[config.mk]
export PLATFORM = sky130hd
export DESIGN_NAME = compass_frame_parser
export DESIGN_NICKNAME = d
export VERILOG_FILES = /design/src/rtl/compass_pkg.sv /design/src/rtl/compass_query_timer.sv /design/src/rtl/compass_frame_parser.sv
export SDC_FILE = /design/constraint.sdc
export NUM_CORES = 1
export LEC_CHECK = 0
export BUFFER_PORTS_ARGS = -buffer_cell sky130_fd_sc_hd__buf_2
export CORE_MARGIN = 4
export CORE_UTILIZATION = 40
export CTS_BUF_LIST = sky130_fd_sc_hd__clkbuf_4 sky130_fd_sc_hd__clkbuf_8 sky130_fd_sc_hd__clkbuf_16
export CTS_CLUSTER_DIAMETER = 80
export DETAILED_ROUTE_END_ITERATION = 6
export GPL_TIMING_DRIVEN = 1
export PLACE_DENSITY = 0.56
export SLEW_MARGIN = 20
export SYNTH_ARGS = -nofsm -noshare
export SYNTH_HDL_FRONTEND = slang
export SYNTH_SLANG_ARGS = --single-unit
[constraint.sdc]
create_clock -name clk0 -period 6.04 [get_ports clk0]
set_clock_uncertainty 0.05 [all_clocks]
set_input_delay 1.812 -clock clk0 [delete_from_list [all_inputs] [get_ports clk0]]
set_output_delay 1.812 -clock clk0 [all_outputs]
set_load 0.02 [all_outputs]
[src/rtl/compass_pkg.sv]
// Shared constants, parser states and heading/delta types for the GY-26 compass link.
package compass_pkg;

    localparam logic [7:0] CHAR_CR  = 8'h0D;
    localparam logic [7:0] CHAR_DOT = 8'h2E;
    localparam logic [7:0] CHAR_0   = 8'h30;

    localparam int HEADING_MAX  = 3599;
    localparam int HEADING_FULL = 3600;
    localparam int HALF_TURN    = 1800;

    typedef enum logic [1:0] {
        ST_HUNT,
        ST_COLLECT,
        ST_DRAIN
    } parse_state_t;

    typedef logic [11:0]        heading_t;
    typedef logic signed [12:0] delta_t;

    // Shortest signed turn from rf to hd, folded into -1799..+1800.
    function automatic delta_t wrap_delta(input heading_t hd, input heading_t rf);
        delta_t raw;
        raw = $signed({1'b0, hd}) - $signed({1'b0, rf});
        if (raw > delta_t'(HALF_TURN))
            wrap_delta = raw - delta_t'(HEADING_FULL);
        else if (raw <= -delta_t'(HALF_TURN))
            wrap_delta = raw + delta_t'(HEADING_FULL);
        else
            wrap_delta = raw;
    endfunction

endpackage

[src/rtl/compass_query_timer.sv]
// Periodic angle-query generator: one registered tx strobe per period expiry.
// Latency 1 cycle from pending & !tx_busy; holds at most one query while tx_busy stalls it.
module compass_query_timer
    import compass_pkg::*;
#(
    parameter int          QUERY_PERIOD = 2500000,
    parameter logic [7:0]  QUERY_BYTE   = 8'h31
) (
    input  logic       clk0,
    input  logic       rst_n,
    input  logic       tx_busy,
    output logic [7:0] uart_tx_data,
    output logic       uart_tx_en
);

    localparam int QW = $clog2(QUERY_PERIOD);

    logic [QW-1:0] qcnt;
    logic          pending;
    logic          wrap;
    logic          fire;

    assign wrap = (qcnt == QW'(QUERY_PERIOD - 1));
    // The !uart_tx_en term keeps strobes at least one idle cycle apart.
    assign fire = pending && !tx_busy && !uart_tx_en;

    always_ff @(posedge clk0) begin
        if (!rst_n) begin
            qcnt         <= '0;
            pending      <= 1'b0;
            uart_tx_en   <= 1'b0;
            uart_tx_data <= QUERY_BYTE;
        end else begin
            qcnt         <= wrap ? '0 : qcnt + 1'b1;
            uart_tx_en   <= fire;
            uart_tx_data <= QUERY_BYTE;
            if (wrap)
                pending <= 1'b1;
            else if (fire)
                pending <= 1'b0;
        end
    end

endmodule

[src/rtl/compass_frame_parser.sv]
// GY-26 link front end: queries the compass, validates "sDDD.D<CR>" replies, emits heading/delta/stale.
// Latency 1 cycle from the CR strobe to heading_valid; no backpressure, one byte per rxdone accepted.
module compass_frame_parser
    import compass_pkg::*;
#(
    parameter int         QUERY_PERIOD = 2500000,
    parameter int         STALE_LIMIT  = 12500000,
    parameter logic [7:0] QUERY_BYTE   = 8'h31
) (
    input  logic        clk0,
    input  logic        rst_n,
    input  logic        rxdone,
    input  logic [7:0]  rxdata,
    input  logic        tx_busy,
    input  logic        capture_ref,
    output logic [7:0]  uart_tx_data,
    output logic        uart_tx_en,
    output logic [11:0] heading,
    output logic        heading_valid,
    output logic [12:0] delta,
    output logic        frame_err,
    output logic        stale
);

    localparam int SW = $clog2(STALE_LIMIT + 1);

    parse_state_t  state, state_n;
    logic [2:0]    idx, idx_n;
    logic [13:0]   acc, acc_n;
    logic          frame_ok;
    logic          frame_bad;
    logic [7:0]    digit;
    logic          is_digit;
    logic          is_cr;
    logic          class_ok;

    heading_t      ref_hd;
    heading_t      heading_n;
    heading_t      ref_n;
    logic [SW-1:0] stale_cnt;

    compass_query_timer #(
        .QUERY_PERIOD (QUERY_PERIOD),
        .QUERY_BYTE   (QUERY_BYTE)
    ) u_query (
        .clk0         (clk0),
        .rst_n        (rst_n),
        .tx_busy      (tx_busy),
        .uart_tx_data (uart_tx_data),
        .uart_tx_en   (uart_tx_en)
    );

    assign digit    = rxdata - CHAR_0;
    assign is_digit = (rxdata >= CHAR_0) && (rxdata <= 8'h39);
    assign is_cr    = (rxdata == CHAR_CR);
    assign class_ok = (idx == 3'd4) ? (rxdata == CHAR_DOT) : is_digit;

    always_ff @(posedge clk0) begin
        if (!rst_n) begin
            state <= ST_HUNT;
            idx   <= '0;
            acc   <= '0;
        end else begin
            state <= state_n;
            idx   <= idx_n;
            acc   <= acc_n;
        end
    end

    always_comb begin
        state_n   = state;
        idx_n     = idx;
        acc_n     = acc;
        frame_ok  = 1'b0;
        frame_bad = 1'b0;
        if (rxdone) begin
            unique case (state)
                ST_HUNT: begin
                    if (!is_cr) begin
                        state_n = ST_COLLECT;
                        idx_n   = 3'd1;
                        acc_n   = '0;
                    end
                end
                ST_COLLECT: begin
                    if (idx == 3'd6) begin
                        if (is_cr) begin
                            state_n = ST_HUNT;
                            if (acc <= 14'(HEADING_MAX))
                                frame_ok = 1'b1;
                            else
                                frame_bad = 1'b1;
                        end else begin
                            state_n   = ST_DRAIN;
                            frame_bad = 1'b1;
                        end
                    end else if (class_ok) begin
                        idx_n = idx + 3'd1;
                        if (idx != 3'd4)
                            acc_n = acc * 14'd10 + {6'd0, digit};
                    end else begin
                        // A CR here already terminates the frame, so skip draining.
                        frame_bad = 1'b1;
                        state_n   = is_cr ? ST_HUNT : ST_DRAIN;
                    end
                end
                ST_DRAIN: begin
                    if (is_cr)
                        state_n = ST_HUNT;
                end
                default: state_n = ST_HUNT;
            endcase
        end
    end

    assign heading_n = frame_ok ? acc[11:0] : heading;
    assign ref_n     = capture_ref ? heading_n : ref_hd;

    always_ff @(posedge clk0) begin
        if (!rst_n) begin
            heading       <= '0;
            heading_valid <= 1'b0;
            delta         <= '0;
            frame_err     <= 1'b0;
            ref_hd        <= '0;
            stale         <= 1'b1;
            stale_cnt     <= '0;
        end else begin
            heading       <= heading_n;
            heading_valid <= frame_ok;
            frame_err     <= frame_bad;
            ref_hd        <= ref_n;
            delta         <= wrap_delta(heading_n, ref_n);
            if (frame_ok) begin
                stale_cnt <= '0;
                stale     <= 1'b0;
            end else if (stale_cnt != SW'(STALE_LIMIT)) begin
                stale_cnt <= stale_cnt + 1'b1;
                if (stale_cnt == SW'(STALE_LIMIT - 1))
                    stale <= 1'b1;
            end
        end
    end

endmodule
Word-level counts from Yosys, hierarchy flattened
Cells that the tools add are included.

Bits in registers: 107. Output and inout bits: 37. Bits of input ports: 13. Logic and storage cells: 95.

Bitwise gates (word level): 1. Reductions and logical operators: 17. Add/sub/neg operators: 8. $lt $le $gt $ge: 5. Equal/unequal tests: 16. Mux-type cells: 34. Multiply operators: 1.

Operators by type and width (number): $mux 14 (4); $pmux 14 s2 (1); $mux 13 (2); $add 24x1->24 const B (1); $eq 24x24->1 const B (1); $mux 12 (2); $ne 24x24->1 const B (1); $add 22x1->22 const B (1); $eq 22x22->1 const B (1); $mux 1 (15); $add 14x8->14 (1); $le 14x12->1 const B (1); $mul 14x3->13 const B (1); $add 13x13->13 const B (1); $gt 13x12->1 const B (1); $le 13x12->1 const B (1); $sub 12x12->13 (1); $sub 13x13->13 const B (1); $mux 2 (5); $ne 2x2->1 const B (5); $mux 3 (3); $eq 8x4->1 const B (1); $eq 8x6->1 const B (1); $ge 8x6->1 const B (1); other kinds (20) (29).

Longest topological paths before layout
Gate-level depths: netlist (run 1).

Depth in word-level cells: 12. Mapped depth: 23.

By module
From an unflattened synthesis (run 1), not the netlist that was laid out.

Cells, all modules: 785. Area, all modules: 6596.3 µm².

Modules (own cells, without submodules): compass_frame_parser (area each 5450.2 µm², cells each 649, instances 1); compass_query_timer (area each 1146.1 µm², cells each 136, instances 1).

Worst setup path before layout (run 1)
No wires, ideal clock.

Kind: in2reg. Start: input rxdata[4]. End: register delta[12]. Setup time: 0.071 ns. Stages on the path: 21. Arrival: 6.153 ns. Required time: 5.919 ns. Path slack: -0.234 ns. Cells stage by stage: inv_1 > ha_1 > and3b_1 > and4_1 > clkbuf_1 > nand2_4 > buf_1 > mux2i_1 > nand2_1 > o21ai_0 > ha_1 > a21oi_1 > nand2_1 > o32ai_1 > o22ai_1 > o31ai_2 > mux2i_1 > nand3_1 > or4_1 > a21o_1 > a21oi_1.

Cells in the longest elaborated chain, start to end: 11. Elaborated cells on any way between the ends: 14. Classes of those cells: add/sub (3); order compare (2); eq/ne (1); mux (8).

RTL lines: start: declaration (line compass_frame_parser.sv:13) `input logic [7:0] rxdata,`; $eq 8x4->1 (*) (line compass_frame_parser.sv:55) `assign is_cr = (rxdata == CHAR_CR);`; $mux 1 (*) (line compass_frame_parser.sv:87) `if (is_cr) begin`; $mux 1 (*) (line compass_frame_parser.sv:86) `if (idx == 3'd6) begin`; $mux 1 (*) (line compass_frame_parser.sv:77) `unique case (state)`; $mux 1 (*) (line compass_frame_parser.sv:76) `if (rxdone) begin`; $mux 12 (*) (line compass_frame_parser.sv:116) `assign heading_n = frame_ok ? acc[11:0] : heading;`; $mux 12 (line compass_frame_parser.sv:117) `assign ref_n = capture_ref ? heading_n : ref_hd;`; $sub 12x12->13 (*) (line compass_pkg.sv:24) `raw = $signed({1'b0, hd}) - $signed({1'b0, rf});`; $add 13x13->13 / $le 13x12->1 (equally long branches) (line compass_pkg.sv:28, compass_pkg.sv:27); $mux 13 (line compass_pkg.sv:27) `else if (raw <= -delta_t'(HALF_TURN))`; $mux 13 (*) (line compass_pkg.sv:25) `if (raw > delta_t'(HALF_TURN))`; end signal: assignment (line compass_frame_parser.sv:133) `delta <= wrap_delta(heading_n, ref_n);`; end: declaration (line compass_frame_parser.sv:20) `output logic [12:0] delta,`.

Every way passes the cells marked *; elsewhere a longest branch is shown, timed or not. A chain may end at the register's enable or synchronous reset.

Worst setup path in the final report (run 1)
Start: input rxdata[4]. End: register delta[9].

Cells in the longest elaborated chain, start to end: 11. Elaborated cells on any way between the ends: 14. Classes of those cells: add/sub (3); order compare (2); eq/ne (1); mux (8).

RTL lines: $eq 8x4->1 (*) (line compass_frame_parser.sv:55); $mux 1 (*) (line compass_frame_parser.sv:87); $mux 1 (*) (line compass_frame_parser.sv:86); $mux 1 (*) (line compass_frame_parser.sv:77); $mux 1 (*) (line compass_frame_parser.sv:76); $mux 12 (*) (line compass_frame_parser.sv:116); $mux 12 (*) (line compass_frame_parser.sv:117); net ref_n[1] (line compass_frame_parser.sv:39) `heading_t ref_n;`; $sub 12x12->13 (*) (line compass_pkg.sv:24); $add 13x13->13 / $le 13x12->1 (equally long branches) (line compass_pkg.sv:28, compass_pkg.sv:27); $mux 13 (line compass_pkg.sv:27); $mux 13 (*) (line compass_pkg.sv:25).

The timed path passes the listed nets; every way through them passes the cells marked *.

==> results of run 1 <==
metal layers:
layer  global-route usage (%)  routed length, um  vias up
li1                         -                  -     2960
met1                     22.0               7240     2651
met2                     28.1               7130       80
met3                     2.89                560       17
met4                     6.10                254        0
met5                        0                  0        -
sequential cells by signal, summed over array words and instances, names as in the netlist:
name                count
stale_cnt              24
u_query.qcnt           22
acc                    14
delta                  13
heading                12
ref_hd                 12
idx                     3
state                   2
frame_err               1
heading_valid           1
stale                   1
u_query.pending         1
u_query.uart_tx_en      1
power groups by stage:
stage,clock [W],sequential (W),combinational (W)
after floorplan,0,0.000763,0.000155
after global placement,0,0.000753,0.000235
after detailed placement,0,0.000753,0.000239
after CTS,0.000605,0.000737,0.000241
after global routing,0.000635,0.000739,0.000278
final,0.000588,0.000737,0.000249
worst max-delay path, cell delays in order:
cell and delay, ns:
buf_2 0.10, inv_1 0.06, ha_1 0.13, and3b_1 0.26, and4_4 0.27, nand2_4 0.09, mux2i_4 0.23, a21oi_1 0.20
inv_1 0.09, ha_1 0.26, nor2b_1 0.14, o2111a_1 0.28, or3_1 0.42, a211oi_1 0.29, a21oi_2 0.11, o32a_1 0.27
o2111ai_4 0.33, and2_1 0.21, a2bb2oi_1 0.19, mux2i_1 0.21
path summary, 6_finish.rpt:
path | startpoint | to | slack (ns) | cells after the start
setup / recovery | rxdata[4] | delta[9] | 0.30 | 20
hold / removal | u_query.pending | u_query.uart_tx_en | 0.39 | 2
setup reg to reg | acc[5] | delta[9] | 1.21 | 17
hold reg to reg | u_query.pending | u_query.uart_tx_en | 0.39 | 2
layout make-up:
type                            instances  area [um2]
Inverter                               43         161
Tap cell                              220         275
Clock inverter                          6        63.8
Sequential cell                       107        2140
Timing Repair Buffer                   85         536
Antenna cell                            1        2.50
Clock buffer                           10         233
Fill cell                            1636        8670
Multi-Input combinational cell        622        4380
cells by family (layout without fill, tap and decap cells):
family	after synthesis	in the layout	synth area share [%]
other cells	2	9	0.112
simple gates	316	316	23.2
xor+xnor	64	64	8.60
flops	107	107	32.0
fa+ha+maj	51	51	9.87
buf+inv	75	144	4.66
mux	21	21	3.16
compound gates	162	162	18.3
Yosys cell counts, drive strengths merged, types with 6 or more instances:
cell type / number
a22oi: 19
nand2: 59
nor3b: 7
nand3: 29
nor2b: 11
dfxtp: 107
a21o: 8
nand4: 10
a211oi: 7
and3: 10
and2: 7
clkbuf: 22
inv: 41
buf: 10
ha: 48
nand2b: 9
o21ai: 30
xnor2: 29
mux2i: 20
or3: 6
xor2: 35
nor2: 119
o21a: 9
a21oi: 29
nor3: 21
metrics by stage:
step / total power (W) / cell area (um2) / instances
2_1_floorplan: 0.000918 / 6720 / 804
3_3_place_gp: 0.000988 / 7370 / 1077
3_5_place_dp: 0.000992 / 7370 / 1077
4_1_cts: 0.00158 / 7670 / 1093
5_1_grt: 0.00165 / 7790 / 1093
6_report: 0.00157 / 7790 / 1094
==> impl_metrics.yaml, run 1 <==
status:
  status: "finished, final reports clean"
setup_path:
  cp_max_fo: 5
  critPathKind: "input pin to register"
  arrival_ns: 5.96
  required_ns: 6.26
  worstSetupStartpointType: "input pin"
  cp-end-kind: "register"
drt:
  drtIter0Drc: 283
  drt-pass1-iter-count: 5
  viasPerCell: 5.22
  drt-total-wl_mm: 15.2
  wl_per_cell_um: 13.9
  drc: 0
  vias: 5708
  final_antenna_net_count: 0
timing:
  fmax_mhz: 174
  setup_slack_ns: 0.297
  period_needed_ns: 5.74
  grt_setup_unrepaired: "false"
  finalHoldViolCount: 0
  slew-limit-headroom_pct: 46.2
  tns_ns: 0
  post-route-period-util_pct: 95.1
  maxSlewViolCount: 0
  holdWs_ns: 0.386
  worst_pin_slew_ns: 0.804
  setup_viol: 0
die:
  placeableCoreArea_um2: 16500
  die_area_um2: 18900
  ios: 50
  die_h_um: 137
  fp.dieW_um: 137
  initial_core_util_pct: 40.6
  num_rows: 47
clocking:
  postCtsSetupBuffers: 0
  insertion_delay_ns: 0.35
  cts-buffers-inserted: 9
  htree_levels: 3
  ctsResizeCount: 0
  clk_transition_reported_paths_ns: 0.07
  cts_tree: "built"
  clock_sinks: 107
  hold_buffers: 0
  root_buffer: "clkbuf_16"
  clk_path_buf_depth: 2
yosys:
  synth_flop_cell: "dfxtp_1"
  ys_ff_latch: 107
  synth_area_um2: 6690
  synth_area_leader_cell: "dfxtp_1"
  synth_top_area_share_pct: 32.0
  async_reset_ff_share_pct: 0
  yosysUniqueCellTypes: 87
  synth_edf_count: 0
  syn_inst: 798
  avgSynthCellArea_um2: 8.39
  synth_warnings: 0
  ys_seq_area_share_pct: 32.0
  synth_area_leaders: "dfxtp_1 32%, ha_1 9.0%, nor2_1 6.6%"
power_and_ir_drop:
  p_int_w: 0.00115
  sw_frac_of_total_pct: 26.7
  combPwrFrac_pct: 15.8
  clkPwrFrac_pct: 37.3
  max-vdd-ir-drop_v: 0.000108
  p_sw_w: 0.000420
  seq_power_share_pct: 46.8
  p_per_area_nw_per_um2: 202
  leakage_nw: 3.39
placement:
  finalWeightedCongestion: 0.900
  hpwlAfterDp_mm: 11.8
  io_buffers: 41
  dp_slack_ns: -0.159
grt:
  grt_max_degree: 45
  track_usage_pct: 16.9
  grt_pass1_wl_mm: 26.0
  antenna_found_initial: 0
  grt_pass1_vias: 5597
  grt_overflow_total: 0
min_path:
  min_path_type: "register to register"
final_layout:
  layout_commonest_cell: "nor2_1"
  postLayoutCoreUtil_pct: 47.3
  layout-drive-gt1-share_pct: 16.0
  nNetsFinal: 932
  syn_to_final_growth_pct: 16.5
  layout_common_cells: "118 x nor2_1, 107 x dfxtp_1, 58 x nand2_1"
job:
  maxCapViolCount: 0
(Power assumes the default switching activity.)
==> run 2, diff against run 1 <==
--- a/config.mk
+++ b/config.mk
@@ -5,6 +5,7 @@
 export SDC_FILE = /design/constraint.sdc
 export NUM_CORES = 1
 export LEC_CHECK = 0
+export ABC_AREA = 1
 export BUFFER_PORTS_ARGS = -buffer_cell sky130_fd_sc_hd__buf_2
 export CORE_MARGIN = 4
 export CORE_UTILIZATION = 40
@@ -12,7 +13,7 @@
 export CTS_CLUSTER_DIAMETER = 80
 export DETAILED_ROUTE_END_ITERATION = 6
 export GPL_TIMING_DRIVEN = 1
-export PLACE_DENSITY = 0.56
+export PLACE_DENSITY = 0.65
 export SLEW_MARGIN = 20
 export SYNTH_ARGS = -nofsm -noshare
 export SYNTH_HDL_FRONTEND = slang
==> impl_metrics.yaml, run 2 <==
status:
  status: "finished, final reports clean"
timing:
  worst_pin_slew_ns: 0.870
  slew-limit-headroom_pct: 42.0
  tns_ns: 0
  setup_viol: 0
  maxSlewViolCount: 0
  grt_setup_unrepaired: "false"
  setup_slack_ns: 0.592
  period_needed_ns: 5.45
  finalHoldViolCount: 0
  fmax_mhz: 184
  post-route-period-util_pct: 90.2
final_layout:
  ff_latch_area_um2: 2140
  layout_common_cells: "157 x nand2_1, 126 x inv_1, 121 x nor2_1"
  fillers: 1608
  postLayoutCoreUtil_pct: 45.8
  top_register: "stale_cnt"
  layout_commonest_cell: "nand2_1"
  multi_input_area_um2: 3550
  largest_reg_flops: 24
  nNetsFinal: 1000
  syn_to_final_growth_pct: 11.5
  reg_top3: "stale_cnt: 24 flops, u_query.qcnt: 22 flops, acc: 14 flops"
  layout-drive-gt1-share_pct: 9.67
  final_area_um2: 6990
  antennaDiodeCount: 0
  instances_no_fill: 1152
power_and_ir_drop:
  max-vdd-ir-drop_v: 0.000159
  sw_frac_of_total_pct: 28.0
  combPwrFrac_pct: 14.3
  p_int_w: 0.00113
  leakage_nw: 3.11
  p_per_area_nw_per_um2: 224
  clkPwrFrac_pct: 38.7
  p_sw_w: 0.000439
  seq_power_share_pct: 47.0
grt:
  grt_pass1_vias: 5047
  grt_max_degree: 26
  grt.busiest_layer: "met2"
  track_usage_pct: 15.3
  antenna_found_initial: 0
  use_met1_pct: 19.7
  grt_use_met3_pct: 3.36
  grt_pass1_wl_mm: 22.7
  met2_usage_pct: 25.8
  grt_overflow_total: 0
clocking:
  clk_path_buf_depth: 2
  insertion_delay_ns: 0.36
  cts_tree: "built"
  clock_sinks: 107
  hold_buffers: 0
  cts-buffers-inserted: 9
  htree_levels: 3
  clk_transition_reported_paths_ns: 0.08
  root_buffer: "clkbuf_16"
yosys:
  ys_ff_latch: 107
  synth_warnings: 0
  synth_area_leader_cell: "dfxtp_1"
  syn_inst: 897
  async_reset_ff_share_pct: 0
  synth_flop_cell: "dfxtp_1"
  synth_area_um2: 6270
  synthTopCellsByCount: "157 x nand2_1, 127 x inv_1, 121 x nor2_1"
  yosysUniqueCellTypes: 43
  synth_area_leaders: "dfxtp_1 34%, ha_1 9.6%, nand2_1 9.4%"
  synth_top_area_share_pct: 34.2
  ys_seq_area_share_pct: 34.2
  synth.most_common_cell: "nand2_1"
  avgSynthCellArea_um2: 6.99
  synth_edf_count: 0
setup_path:
  slowest_delay_ns: 0.41
  rr_startpoint: "idx[0]"
  cp-end-kind: "register"
  crit_slowest_cell: "fa_1"
  crit_start: "rxdata[4]"
  cp_max_fo: 8
  cp_common_cell: "nand2_1"
  required_ns: 6.23
  arrival_ns: 5.64
  critPathKind: "input pin to register"
  worstSetupStartpointType: "input pin"
drt:
  wl_per_cell_um: 11.4
  vias: 5519
  drt-pass1-iter-count: 4
  final_antenna_net_count: 0
  drc: 0
  drt-total-wl_mm: 13.2
  drtIter0Drc: 268
  viasPerCell: 4.79
min_path:
  hold_start: "u_query.uart_tx_en"
  min_path_type: "register to register"
die:
  placeableCoreArea_um2: 15300
  ios: 50
  fp.dieW_um: 133
  num_rows: 45
  initial_core_util_pct: 41.1
  die_h_um: 133
  die_area_um2: 17700
placement:
  finalWeightedCongestion: 0.833
  io_buffers: 41
  hpwlAfterDp_mm: 10.1
  dp_cells: 1135
  dp_slack_ns: 0.128
  dpl_cell_area_um2: 6670
job:
  maxCapViolCount: 0
[run 2: cell count changes after synthesis, sizes merged, moves of 8 or more]
| cell | change |
|---|---|
| nand2 | +109 |
| inv | +88 |
| a22oi | -19 |
| a21oi | +44 |
| nor2b | -11 |
| nand3 | +37 |
| nor3 | +8 |
| clkbuf | -9 |
| xor2 | -16 |
| mux2i | -19 |
| o21ai | +8 |
| xnor2 | -24 |
| and3 | -9 |
| nand2b | -9 |
[run 2: worst max-delay path, delay by kind of cell]
| kind | cells | cell delay (ns) |
|---|---|---|
| buf+inv | 6 | 0.63 |
| compound gates | 3 | 0.53 |
| simple gates | 16 | 1.63 |
| mux | 1 | 0.24 |
| fa+ha+maj | 3 | 0.81 |
[run 2: per-layer routing]
layer	vias to the layer above	wire length, um	share of wire (%)
li1	2994	-	-
met1	2444	6470	49
met2	71	6140	47
met3	10	433	3.3
met4	0	131	0.99
met5	-	0	0
[run 2: what timing repair did]
item | CTS | global route
hold endpoints to repair | 0 | 0
endpoints found under the setup margin | 0 | 4
setup buffers | 0 | 1
gates resized for setup | 0 | 2
[run 2: path summary, 6_finish.rpt]
kind	to	slack, ns	cells past startpoint
worst max register to register	delta[10]	1.74	28
worst min-delay path	u_query.uart_tx_en	0.39	1
worst min register to register	u_query.uart_tx_en	0.39	1
worst max-delay path	delta[10]	0.59	29
[run 2: power groups by stage]
stage | sequential [W] | combinational [W] | clock [W]
after global placement | 0.000754 | 0.000223 | 0
final | 0.000737 | 0.000224 | 0.000607
after detailed placement | 0.000754 | 0.000225 | 0
after global routing | 0.000740 | 0.000260 | 0.000654
after floorplan | 0.000764 | 0.000165 | 0
after CTS | 0.000737 | 0.000227 | 0.000627
[run 2: area by class of cell]
class                      count  share of cell area (%)
timing repair buffer          45                    3.36
tap                          211                    3.78
clock inverter                 7                    1.25
multi-input combinational    644                    50.8
clock buffer                   9                    3.22
sequential                   107                    30.6
inverter                     129                    6.92
[run 2: metrics by stage]
| stage | power [W] | hold slack (ns) |
|---|---|---|
| after floorplan | 0.000928 | 0.368 |
| after CTS | 0.00159 | 0.394 |
| after global routing | 0.00165 | 0.415 |
| final | 0.00157 | 0.393 |
| after global placement | 0.000977 | 0.383 |
| after detailed placement | 0.000979 | 0.380 |
[run 2: cells by family (layout without fill, tap and decap cells)]
| family | Yosys count | in the layout | synth area share, % |
|---|---|---|---|
| other | 2 | 8 | 0.120 |
| AO/OA/AOI/OAI | 140 | 140 | 12.5 |
| XOR/XNOR | 24 | 24 | 3.47 |
| AND/OR/NAND/NOR | 420 | 420 | 29.4 |
| buffers and inverters | 152 | 190 | 9.60 |
| multiplexers | 1 | 1 | 0.160 |
| adder cells (fa/ha/maj) | 51 | 51 | 10.5 |
| flip-flops | 107 | 107 | 34.2 |
==> run 3, diff against run 2 <==
--- a/config.mk
+++ b/config.mk
@@ -13,7 +13,7 @@
 export CTS_CLUSTER_DIAMETER = 80
 export DETAILED_ROUTE_END_ITERATION = 6
 export GPL_TIMING_DRIVEN = 1
-export PLACE_DENSITY = 0.65
+export PLACE_DENSITY = 0.63
 export SLEW_MARGIN = 20
 export SYNTH_ARGS = -nofsm -noshare
 export SYNTH_HDL_FRONTEND = slang
==> constraint.sdc (replaced) <==
create_clock -name clk0 -period 6.8 [get_ports clk0]
set_clock_uncertainty 0.05 [all_clocks]
set_input_delay 2.04 -clock clk0 [delete_from_list [all_inputs] [get_ports clk0]]
set_output_delay 2.04 -clock clk0 [all_outputs]
set_load 0.02 [all_outputs]
==> impl_metrics.yaml, run 3 (synthesized netlist as in run 2, its figures left out) <==
status:
  status: "finished, final reports clean"
drt:
  wl_per_cell_um: 11.6
  drt-total-wl_mm: 13.3
  drt-pass1-iter-count: 4
  drc: 0
  vias: 5544
  viasPerCell: 4.83
  final_antenna_net_count: 0
  drtIter0Drc: 220
final_layout:
  fillers: 1592
  antennaDiodeCount: 0
  top_register: "stale_cnt"
  layout_commonest_cell: "nand2_1"
  nNetsFinal: 998
  syn_to_final_growth_pct: 11.0
  layout-drive-gt1-share_pct: 9.17
  largest_reg_flops: 24
  layout_common_cells: "157 x nand2_1, 127 x inv_1, 121 x nor2_1"
  postLayoutCoreUtil_pct: 45.6
  reg_top3: "stale_cnt: 24 flops, u_query.qcnt: 22 flops, acc: 14 flops"
grt:
  grt_pass1_vias: 5118
  track_usage_pct: 15.5
  grt_max_degree: 31
  grt_pass1_wl_mm: 23.1
  antenna_found_initial: 0
  grt_overflow_total: 0
die:
  initial_core_util_pct: 41.1
  placeableCoreArea_um2: 15300
  die_h_um: 133
  num_rows: 45
  die_area_um2: 17700
  ios: 50
  fp.dieW_um: 133
setup_path:
  cp_common_cell: "nand2_1"
  required_ns: 6.99
  cp_max_fo: 8
  slowest_delay_ns: 0.41
  worstSetupStartpointType: "input pin"
  cp-end-kind: "register"
  critPathKind: "input pin to register"
  crit_slowest_cell: "fa_1"
  arrival_ns: 5.90
power_and_ir_drop:
  p_per_area_nw_per_um2: 199
  max-vdd-ir-drop_v: 0.000122
  clkPwrFrac_pct: 38.3
  leakage_nw: 3.10
  p_sw_w: 0.000377
  p_int_w: 0.00101
  seq_power_share_pct: 47.3
  sw_frac_of_total_pct: 27.3
  combPwrFrac_pct: 14.4
timing:
  tns_ns: 0
  maxSlewViolCount: 0
  fmax_mhz: 175
  setup_viol: 0
  grt_setup_unrepaired: "false"
  period_needed_ns: 5.72
  finalHoldViolCount: 0
  slew-limit-headroom_pct: 47.7
  post-route-period-util_pct: 84.1
  worst_pin_slew_ns: 0.782
  setup_slack_ns: 1.08
placement:
  finalWeightedCongestion: 0.834
  hpwlAfterDp_mm: 10.2
  dp_slack_ns: 0.666
  io_buffers: 41
job:
  maxCapViolCount: 0
clocking:
  hold_buffers: 0
  ctsResizeCount: 0
  cts-buffers-inserted: 9
  clk_transition_reported_paths_ns: 0.07
  clk_path_buf_depth: 2
  insertion_delay_ns: 0.35
  postCtsSetupBuffers: 0
  root_buffer: "clkbuf_16"
  htree_levels: 3
  clock_sinks: 107
  cts_tree: "built"
min_path:
  min_path_type: "register to register"
run 3: changes by cell type in the layout (fill, tap and decap cells not counted):
cell	before	now
inv_1	126	127
mux2i_1	0	1
inv_2	3	2
clkinv_8	1	0
mux2i_2	1	0
clkbuf_8	0	1
clkinv_4	2	1
buf_4	4	2
run 3: final timing paths:
check	start	end	slack, ns	cells past startpoint
hold reg to reg	u_query.uart_tx_en	u_query.uart_tx_en	0.39	1
setup reg to reg	idx[0]	delta[9]	2.45	26
hold / removal	u_query.uart_tx_en	u_query.uart_tx_en	0.39	1
setup / recovery	rxdata[4]	delta[9]	1.08	27
run 3: stage by stage:
stage	cells	power [W]	hold slack, ns	area (um2)
after floorplan	903	0.000825	0.368	6290
after global placement	1134	0.000868	0.379	6660
after detailed placement	1134	0.000870	0.387	6660
after CTS	1149	0.00141	0.401	6960
after global routing	1149	0.00146	0.422	6960
final	1149	0.00138	0.391	6960
run 3: layout make-up:
cell class	count	area [um2]	share of cell area, %
inverter	129	484	6.95
clock buffer	10	239	3.43
tap	211	264	3.79
sequential	107	2140	30.8
timing repair buffer	43	220	3.16
multi-input combinational	644	3550	51.0
clock inverter	5	62.6	0.898
run 3: power by group through the flow:
stage | Clock (W) | Sequential [W] | Combinational, W
3_3_place_gp | 0 | 0.000669 | 0.000199
3_5_place_dp | 0 | 0.000669 | 0.000201
5_1_grt | 0.000573 | 0.000657 | 0.000230
2_1_floorplan | 0 | 0.000679 | 0.000146
4_1_cts | 0.000549 | 0.000655 | 0.000202
6_report | 0.000530 | 0.000655 | 0.000200
run 3: per-layer routing:
layer  track usage [%]  wire length, um
met1              20.0             6460
met4              4.00              123
met3              3.36              511
met5                 0                0
met2              26.3             6200
run 3: critical path, delay by kind of cell:
family          cells  cell delay, ns
simple gates       15            1.62
mux                 1            0.33
buf+inv             4            0.34
fa+ha+maj           3            0.79
compound gates      3            0.51
xor+xnor            1            0.26
